$ cat src/rtl/calc_pkg.sv
// rtl/calc_pkg.sv - shared arbiter states, sizes and one-hot helper
package calc_pkg;

  localparam int NREQ  = 4;
  localparam int WIDTH = 16;

  typedef enum logic {
    ST_IDLE  = 1'b0,
    ST_GRANT = 1'b1
  } state_t;

  function automatic logic [3:0] onehot4(input logic [1:0] idx);
    onehot4 = 4'b0001 << idx;
  endfunction

endpackage

$ cat src/rtl/rr_pick4.sv
// rtl/rr_pick4.sv - rotate-priority pick of the first request at or after ptr
module rr_pick4 (
  input  logic [3:0] req,
  input  logic [1:0] ptr,
  output logic [1:0] idx,
  output logic       any
);

  logic [1:0] cand;

  // Scan from farthest to nearest so the nearest set bit overwrites last
  always_comb begin
    idx  = ptr;
    any  = 1'b0;
    cand = '0;
    for (int k = 3; k >= 0; k--) begin
      cand = ptr + 2'(k);
      if (req[cand]) begin
        idx = cand;
        any = 1'b1;
      end
    end
  end

endmodule

$ cat src/rtl/result_bus_arbiter.sv
// rtl/result_bus_arbiter.sv - round-robin owner of the shared 4-to-1 result mux
import calc_pkg::*;

module result_bus_arbiter #(
  parameter int NREQ  = calc_pkg::NREQ,
  parameter int WIDTH = calc_pkg::WIDTH
) (
  input  logic             clk,
  input  logic             rst_n,
  input  logic [NREQ-1:0]  req,
  input  logic             res_ready,
  output logic [NREQ-1:0]  sel,
  output logic             res_valid,
  output logic [NREQ-1:0]  ack,
  input  logic [WIDTH-1:0] mux_out
);

  state_t     state, state_nx;
  logic [1:0] rr_ptr, rr_ptr_nx;
  logic [1:0] winner, winner_nx;
  logic [1:0] pick_idx;
  logic       pick_any;
  logic       unused_mux;

  assign unused_mux = ^mux_out;

  rr_pick4 u_pick (
    .req (req),
    .ptr (rr_ptr),
    .idx (pick_idx),
    .any (pick_any)
  );

  always_ff @(posedge clk or negedge rst_n) begin
    if (!rst_n) begin
      state  <= ST_IDLE;
      rr_ptr <= '0;
      winner <= '0;
    end else begin
      state  <= state_nx;
      rr_ptr <= rr_ptr_nx;
      winner <= winner_nx;
    end
  end

  // Outputs decode from registered state only, so reset clears them at once
  always_comb begin
    state_nx  = state;
    rr_ptr_nx = rr_ptr;
    winner_nx = winner;
    sel       = '0;
    res_valid = 1'b0;
    ack       = '0;
    case (state)
      ST_IDLE: begin
        if (pick_any) begin
          winner_nx = pick_idx;
          state_nx  = ST_GRANT;
        end
      end
      ST_GRANT: begin
        res_valid = 1'b1;
        sel       = onehot4(winner);
        if (res_ready) begin
          ack       = onehot4(winner);
          rr_ptr_nx = winner + 2'd1;
          state_nx  = ST_IDLE;
        end else if (!req[winner]) begin
          state_nx  = ST_IDLE;
        end
      end
      default: state_nx = ST_IDLE;
    endcase
  end

endmodule

$ cat config.mk
export PLATFORM = sky130hd
export DESIGN_NAME = result_bus_arbiter
export DESIGN_NICKNAME = d
export VERILOG_FILES = /design/src/rtl/calc_pkg.sv /design/src/rtl/rr_pick4.sv /design/src/rtl/result_bus_arbiter.sv
export SDC_FILE = /design/constraint.sdc
export NUM_CORES = 1
export LEC_CHECK = 0
export ABC_AREA = 1
export CAP_MARGIN = 15
export CELL_PAD_IN_SITES_DETAIL_PLACEMENT = 0
export CELL_PAD_IN_SITES_GLOBAL_PLACEMENT = 1
export CORE_MARGIN = 2
export CORE_UTILIZATION = 25
export DETAILED_ROUTE_END_ITERATION = 12
export PLACE_DENSITY_LB_ADDON = 0.3
export SLEW_MARGIN = 15
export SYNTH_ARGS = -nofsm -noshare
export SYNTH_HDL_FRONTEND = slang
export SYNTH_HIERARCHICAL = 1
export SYNTH_SLANG_ARGS = --single-unit
$ cat constraint.sdc
create_clock -name clk -period 3.1 [get_ports clk]
set_input_delay 0.465 -clock clk [delete_from_list [all_inputs] [get_ports clk]]
set_output_delay 0.465 -clock clk [all_outputs]
set_load 0.05 [all_outputs]
# Word level (Yosys, flattened, before mapping)
# Index checks and enable logic that the tools add are counted.
dict set report totals {
  mem_bits_rw 0
  elab_cells 42
  latch_bits 0
  inputBits 23
  romBits 0
  regBits 5
  n_memories 0
  output_inout_bits 9
}
dict set report op_classes {
  bitwise_logic 1
  n_shift 1
  reduce_logical 2
  multipliers 0
  order_cmp 5
  muxes 26
  div 0
  n_eq_ne 0
  n_addsub 4
}
# operator n
set op_table {}
lappend op_table {{2-bit by 3-bit < comparator with 1-bit output, second input constant} 5}
lappend op_table {{1-bit 2-to-1 mux} 13}
lappend op_table {{4-bit 2-to-1 mux} 3}
lappend op_table {{1-bit binary-select mux with 2-bit select} 5}
lappend op_table {{2-bit 2-to-1 mux} 4}
lappend op_table {{2-bit by 1-bit adder with 2-bit output, second input constant} 2}
lappend op_table {{2-bit adder, second input constant} 2}
lappend op_table {{2-bit AND reduction} 2}
lappend op_table {{1-bit by 2-bit left shift with 4-bit output, first input constant} 1}
lappend op_table {{1-bit case mux with 2 select lines} 1}
lappend op_table {{1-bit NOT} 1}

# Longest topological paths before layout
# Gate-level depths: netlist of run 1.
dict set report logic_depth {
  depth_word 9
  depth_mapped 13
  ltp_nobuf 12
}

# By module
# The synthesis of run 1 kept the hierarchy.
# mod cells_each area_per_inst_um2 n_inst seq_area_each_um2
set by_module_without_submodules {}
lappend by_module_without_submodules {result_bus_arbiter 48 332.8 1 125.1}
lappend by_module_without_submodules {rr_pick4 53 234.0 1 0.0}

# Worst setup path before layout of run 1
# OpenSTA, ideal clock, no wires.
dict set report synth_path {
  kind {reg-to-output}
  from {reg state}
  to {out ack[0]}
  n_path_buf 0
  required_ns 2.635
  path_stages_with_launch 3
  setup_slack_ns 0.993
  arrival_time_ns 1.642
  path_cell_list {dfrtp_1 nand2_1 nor2_1}
}
dict set report synth_between {
  elab_chain_len 1
}
# item line_no
set synth_rtl {}
lappend synth_rtl {{start, declared} result_bus_arbiter.sv:18} ;# state_t state, state_nx;
lappend synth_rtl {{start signal, assigned} result_bus_arbiter.sv:40} ;# state <= state_nx;
lappend synth_rtl {{4-bit 2-to-1 mux} result_bus_arbiter.sv:54} ;# case (state)
lappend synth_rtl {{end, declared} result_bus_arbiter.sv:14} ;# output logic [NREQ-1:0] ack,
# Every way passes these cells.

# Worst setup path in the final report of run 1
dict set report layout_path {
  from {in res_ready}
  to {out ack[1]}
}
dict set report layout_between {
  elab_chain_len 2
}
# item line_no
set layout_rtl {}
lappend layout_rtl {{start, declared} result_bus_arbiter.sv:11} ;# input logic res_ready,
lappend layout_rtl {{4-bit 2-to-1 mux} result_bus_arbiter.sv:64} ;# if (res_ready) begin
lappend layout_rtl {{4-bit 2-to-1 mux} result_bus_arbiter.sv:54}
# Every way passes these cells.

==> run_results.csv, run 1 <==
group,metric,value,unit
status,run_status,"finished clean",
cells_and_area,finalNetCount,147,
clock_tree,cts_root_buffer,"clkbuf_4",
floorplanning,start_util,0.261,
cells_and_area,final_cell_area,768,µm²
global_routing,antenna_found_initial,0,
logic_synthesis,synth.largest_area_cell,"nand2_1",
logic_synthesis,synthCells,101,
logic_synthesis,ys_async_sr_fraction,1.00,
worst_setup_path,path_cells,"clkdlybuf4s50_1 > nand2_1 > nor2_1 > clkdlybuf4s50_1",
worst_setup_path,crit_fanout,6,
worst_setup_path,critical-path-max-stage-delay,0.81,ns
logic_synthesis,synth-main-ff-cell,"dfrtp_1",
worst_setup_path,crit_buf_inv,2,
global_routing,grt_overflow_total,0,
timing,fin_worst_hold_slack,0.441,ns
timing,grt_setup_unrepaired,"false",
logic_synthesis,synth-seq-area-share,0.221,
clock_tree,clock_sinks,5,
floorplanning,rows,17,
logic_synthesis,synth_most_common_cell,"nand2_1",
clock_tree,postCtsSetupBuffers,0,
worst_setup_path,crit_path_end_kind,"output port",
route,wire_per_inst,8.86,µm
timing,setup_tns,0,ns
route,viasPerCell,4.13,
clock_tree,cts_tree,"built",
logic_synthesis,yosysUniqueCellTypes,16,
placement,place_hpwl,1.06,mm
timing,clock_skew,0.00565,ns
power_and_ir_drop,p_leak,0.000452,µW
logic_synthesis,synthDominantCellAreaShare,0.272,
route,dr.first_iter.drc_count,9,
timing,hold_viol_final,0,
power_and_ir_drop,power_density,1110,nW/µm²
route,drt_pass1_iterations,4,
global_routing,grt_max_degree,12,
power_and_ir_drop,ir_drop,0.356,mV
timing,tightest_slew,0.494,ns
logic_synthesis,synth_common_cells,"nand2_1, inv_1, nand3_1, nor2_1, dfrtp_1",
floorplanning,fp.coreArea,2170,µm²
timing,period_share,0.825,
route,drc_errors,0,
logic_synthesis,synth_edf_count,0,
cells_and_area,syn_to_final_growth,35.5,%
clock_tree,cts.reportedPaths.clkPinSlew,0.05,ns
timing,max_clock_freq,0.391,GHz
timing,fin_crit,2.56,ns
worst_hold_path,hp-class,"input pin to asynchronous set/reset pin",
logic_synthesis,syn-num-nets,128,
logic_synthesis,syn_area,567,µm²
floorplanning,boundaryPins,32,
clock_tree,htreeDepth,1,
floorplanning,die_w,51.6,µm
placement,postPlaceCellArea,741,µm²
timing,finalSetupViolCount,0,
worst_setup_path,arrival,2.09,ns
worst_setup_path,worst_path_dominant_cell_family,"buffers and inverters",
job,cap_viol_max_count,0,
route,num_vias,607,
logic_synthesis,syn-mean-instance-area,5.61,µm²
clock_tree,ctsResizeCount,0,
worst_setup_path,path_common_cell,"clkdlybuf4s50_1",
clock_tree,cts_buffers,3,
floorplanning,die_area,2660,µm²
route,final_antenna_net_count,0,
route,wirelength,1.30,mm
worst_setup_path,crit_type,"input pin to output port",
clock_tree,cts_hold_buf,0,
timing,finalMaxSlewViolations,0,
timing,slew_headroom,0.670,
global_routing,grt_util_all_layers,0.110,
floorplanning,chipHeight,51.6,µm
worst_setup_path,slowest_stage,"clkdlybuf4s50_1",
global_routing,grt_pass1_vias,539,
cells_and_area,diodes,0,
placement,place.gp.congestion,0.752,
cells_and_area,drive_gt1_frac,0.0924,
logic_synthesis,ys_seq_elements,5,
placement,numPortBuffers,15,
logic_synthesis,yosys_warnings,6,
worst_setup_path,worstPathRequired,2.63,ns
logic_synthesis,synth_top_cells_by_area,"nand2_1, dfrtp_1, inv_1, ha_1, nand3_1",
worst_setup_path,start_kind,"input pin",
clock_tree,clk_latency,0.25,ns
clock_tree,clockBufferDepth,2,
global_routing,grt_pass1_wl,2.24,mm
[cell usage in the layout (no fill, tap or decap), drive strengths merged, types with 2 or more instances in the layout]
cell / count
nand2: 43
ha: 4
nor2: 9
clkdlybuf4s50: 15
a21oi: 2
clkbuf: 3
o21ai: 3
nand3: 10
inv: 22
dfrtp: 5
[metal layers]
layer / part of all wire / global-route usage / vias up
met5: 0 / 0 / -
met4: 0 / 0.0658 / 0
met3: 0.037 / 0.0115 / 0
met2: 0.44 / 0.162 / 12
met1: 0.52 / 0.154 / 257
li1: - / - / 338
[path summary, 6_finish.rpt]
check / startpoint / slack [ns] / cells past startpoint / to
max: res_ready / 0.54 / 4 / ack[1]
min: rst_n / 0.44 / 1 / state$_DFF_PN0_
max reg2reg: rr_ptr[0]$_DFFE_PN0P_ / 1.60 / 12 / winner[0]$_DFFE_PN0P_
min reg2reg: winner[0]$_DFFE_PN0P_ / 0.59 / 1 / rr_ptr[0]$_DFFE_PN0P_
max in group asynchronous: rst_n / 2.46 / 1 / rr_ptr[1]$_DFFE_PN0P_
min in group clk: winner[0]$_DFFE_PN0P_ / 0.59 / 1 / rr_ptr[0]$_DFFE_PN0P_
[cell type report]
cell class | count | area, µm²
flip-flops and latches | 5 | 125
well taps | 28 | 35.0
fillers | 253 | 1400
repair buffers | 15 | 150
multi-input cells | 73 | 345
inverters | 22 | 85.1
clock buffers | 3 | 22.5
clock inverters | 1 | 5.00
[cell families (layout without fill, tap and decap cells)]
kind of cell,after synthesis,in the layout,synth area share
buffers and inverters,23,41,0.170
adders and majority gates,4,4,0.0883
AOI/OAI and AO/OA,7,7,0.0706
and+or+nand+nor,62,62,0.450
DFF,5,5,0.221
[power breakdown]
group	switching, µW	internal [µW]
registers	69.2	100
clock network	29.3	46.8
logic	397	213
[through the flow]
step / total power [µW] / util / instances / setup WS [ns]
finish: 856 / 0.354 / 147 / 0.543
detailed placement: 783 / 0.341 / 143 / 0.531
floorplan: 635 / - / 101 / 0.993
CTS: 866 / 0.354 / 147 / 0.533
global placement: 787 / 0.341 / 143 / 0.527
global route: 951 / 0.354 / 147 / 0.433
[state kept, by name, indices dropped and copies added (netlist names)]
name and cells:
state 1, rr_ptr 2, winner 2
[worst register-to-register path, stage by stage, from the launching register on]
cell	delay (ns)
dfrtp_1	0.52
inv_4	0.15
nand2_1	0.06
nand2_1	0.08
nand2_1	0.08
nand2_1	0.09
nand2_1	0.06
nand2_1	0.07
nand2_1	0.05
nand2_1	0.05
nand2_1	0.06
nor2_1	0.10
a21oi_1	0.04
Power figures use the tool's default switching activity.
==> run 2, diff against run 1 <==
--- a/config.mk
+++ b/config.mk
@@ -10,7 +10,7 @@
 export CELL_PAD_IN_SITES_DETAIL_PLACEMENT = 0
 export CELL_PAD_IN_SITES_GLOBAL_PLACEMENT = 1
 export CORE_MARGIN = 2
-export CORE_UTILIZATION = 25
+export CORE_UTILIZATION = 21
 export DETAILED_ROUTE_END_ITERATION = 12
 export PLACE_DENSITY_LB_ADDON = 0.3
 export SLEW_MARGIN = 15
==> constraint.sdc (replaced) <==
create_clock -name clk -period 2.3 [get_ports clk]
set_input_delay 0.345 -clock clk [delete_from_list [all_inputs] [get_ports clk]]
set_output_delay 0.345 -clock clk [all_outputs]
set_load 0.05 [all_outputs]
==> run_results.csv, run 2 (synthesis gave the netlist of run 1 again) <==
group,metric,value,unit
global_routing,antenna_found_initial,0,
placement,dp_cells,145,
power_and_ir_drop,power_density,1480,nW/µm²
floorplanning,rows,18,
clock_tree,clk_latency,0.24,ns
timing,tightest_slew,0.500,ns
power_and_ir_drop,p_int,505,µW
timing,max_clock_freq,0.469,GHz
worst_setup_path,crit_type,"register to output port",
route,final_antenna_net_count,0,
floorplanning,chipHeight,56.0,µm
floorplanning,fp.coreArea,2520,µm²
clock_tree,cts_root_buffer,"clkbuf_4",
worst_setup_path,worstPathRequired,1.96,ns
status,run_status,"finished clean",
global_routing,grt_overflow_total,0,
worst_setup_path,r2r_cells,10,
worst_setup_path,crit_buf_inv,2,
cells_and_area,multiInputGateArea,345,µm²
clock_tree,clock_sinks,5,
worst_setup_path,worst_path_dominant_cell_family,"buffers and inverters",
power_and_ir_drop,p_sw_frac,0.571,
global_routing,grt_max_degree,12,
route,num_vias,611,
route,drt_pass1_iterations,4,
power_and_ir_drop,ir_drop,0.587,mV
cells_and_area,drive_gt1_frac,0.134,
clock_tree,clockBufferDepth,2,
cells_and_area,finalNetCount,147,
clock_tree,cts_buffers,3,
clock_tree,cts_hold_buf,0,
floorplanning,die_area,3130,µm²
timing,finalMaxSlewViolations,0,
timing,clock_skew,0.00366,ns
route,wirelength,1.35,mm
power_and_ir_drop,power_frac_clock,0.084,
cells_and_area,final_cell_mix,"nand2_1, inv_1, nor2_1, nand3_1, clkdlybuf4s50_1",
route,wire_per_inst,9.05,µm
worst_setup_path,critical-path-max-stage-delay,0.79,ns
worst_setup_path,start_kind,"register",
power_and_ir_drop,p_seq_frac,0.194,
clock_tree,htreeDepth,1,
route,drc_errors,0,
cells_and_area,final_cells,149,
worst_setup_path,crit_path_end_kind,"output port",
cells_and_area,fillers,288,
global_routing,grt_util_all_layers,0.0910,
floorplanning,start_util,0.225,
worst_setup_path,path_cells,"ha_1 > nand2_1 > inv_1 > clkdlybuf4s50_1",
cells_and_area,final_common_cell,"nand2_1",
placement,numPortBuffers,15,
cells_and_area,ff_latch_area,125,µm²
clock_tree,cts.reportedPaths.clkPinSlew,0.04,ns
timing,period_share,0.927,
power_and_ir_drop,pwr-share-comb,0.721,
global_routing,grt_pass1_wl,2.27,mm
cells_and_area,diodes,0,
placement,postPlaceCellArea,766,µm²
job,cap_viol_max_count,0,
worst_setup_path,arrival,1.79,ns
worst_setup_path,cp_num_cells,4,
floorplanning,boundaryPins,32,
placement,place.gp.congestion,0.744,
route,dr.first_iter.drc_count,18,
worst_setup_path,slowest_stage,"clkdlybuf4s50_1",
power_and_ir_drop,p_sw,674,µW
timing,fin_crit,2.13,ns
power_and_ir_drop,p_leak,0.000486,µW
route,viasPerCell,4.10,
timing,slew_headroom,0.666,
global_routing,grt_pass1_vias,543,
floorplanning,die_w,56.0,µm
timing,hold_viol_final,0,
cells_and_area,final_cell_area,795,µm²
cells_and_area,largestRegisters,"rr_ptr (2), winner (2), state (1)",
clock_tree,cts_tree,"built",
timing,setup_tns,0,ns
worst_hold_path,hp-class,"input pin to asynchronous set/reset pin",
cells_and_area,syn_to_final_growth,40.2,%
worst_setup_path,crit_fanout,6,
timing,grt_setup_unrepaired,"false",
placement,place_hpwl,1.10,mm
timing,finalSetupViolCount,0,
[run 2: through the flow]
step	util	total power (µW)	hold slack, ns	setup slack (ns)
6_report	0.315	1180	0.320	0.169
5_1_grt	0.315	1310	0.332	0.112
4_1_cts	0.314	1190	0.314	0.0783
3_5_place_dp	0.304	1090	0.577	0.342
3_3_place_gp	0.304	1090	0.577	0.342
2_1_floorplan	-	856	0.0494	0.313
[run 2: area by class of cell]
class / count / share of cell area
repair buffers: 15 / 0.220
flip-flops and latches: 5 / 0.157
multi-input cells: 73 / 0.435
inverters: 22 / 0.107
clock buffers: 4 / 0.0331
well taps: 30 / 0.0472
[run 2: power groups by stage]
stage	Clock [µW]	Combinational, µW	Sequential, µW
4_1_cts	106	858	230
6_report	99.4	851	229
3_3_place_gp	0	858	232
2_1_floorplan	0	637	219
5_1_grt	109	956	241
3_5_place_dp	0	854	231
[run 2: path summary, 6_finish.rpt]
kind | to | slack, ns | from
min reg2reg | rr_ptr[0]$_DFFE_PN0P_ | 0.59 | winner[0]$_DFFE_PN0P_
min in group clk | rr_ptr[0]$_DFFE_PN0P_ | 0.59 | winner[0]$_DFFE_PN0P_
max | sel[3] | 0.17 | winner[0]$_DFFE_PN0P_
max in group asynchronous | rr_ptr[1]$_DFFE_PN0P_ | 1.80 | rst_n
max reg2reg | winner[0]$_DFFE_PN0P_ | 0.79 | rr_ptr[0]$_DFFE_PN0P_
min | rr_ptr[0]$_DFFE_PN0P_ | 0.32 | rst_n
[run 2: repair_timing]
action / CTS / global route
buffers inserted: 0 / 0
resized for setup: 0 / 1
hold endpoints to repair: 0 / 0
endpoints found under the setup margin: 0 / 1
[run 2: layer usage]
metal | global-route usage | wire length [µm]
met3 | 0.0116 | 51
met1 | 0.124 | 683
met2 | 0.138 | 614
met5 | 0 | 0
met4 | 0.0510 | 0
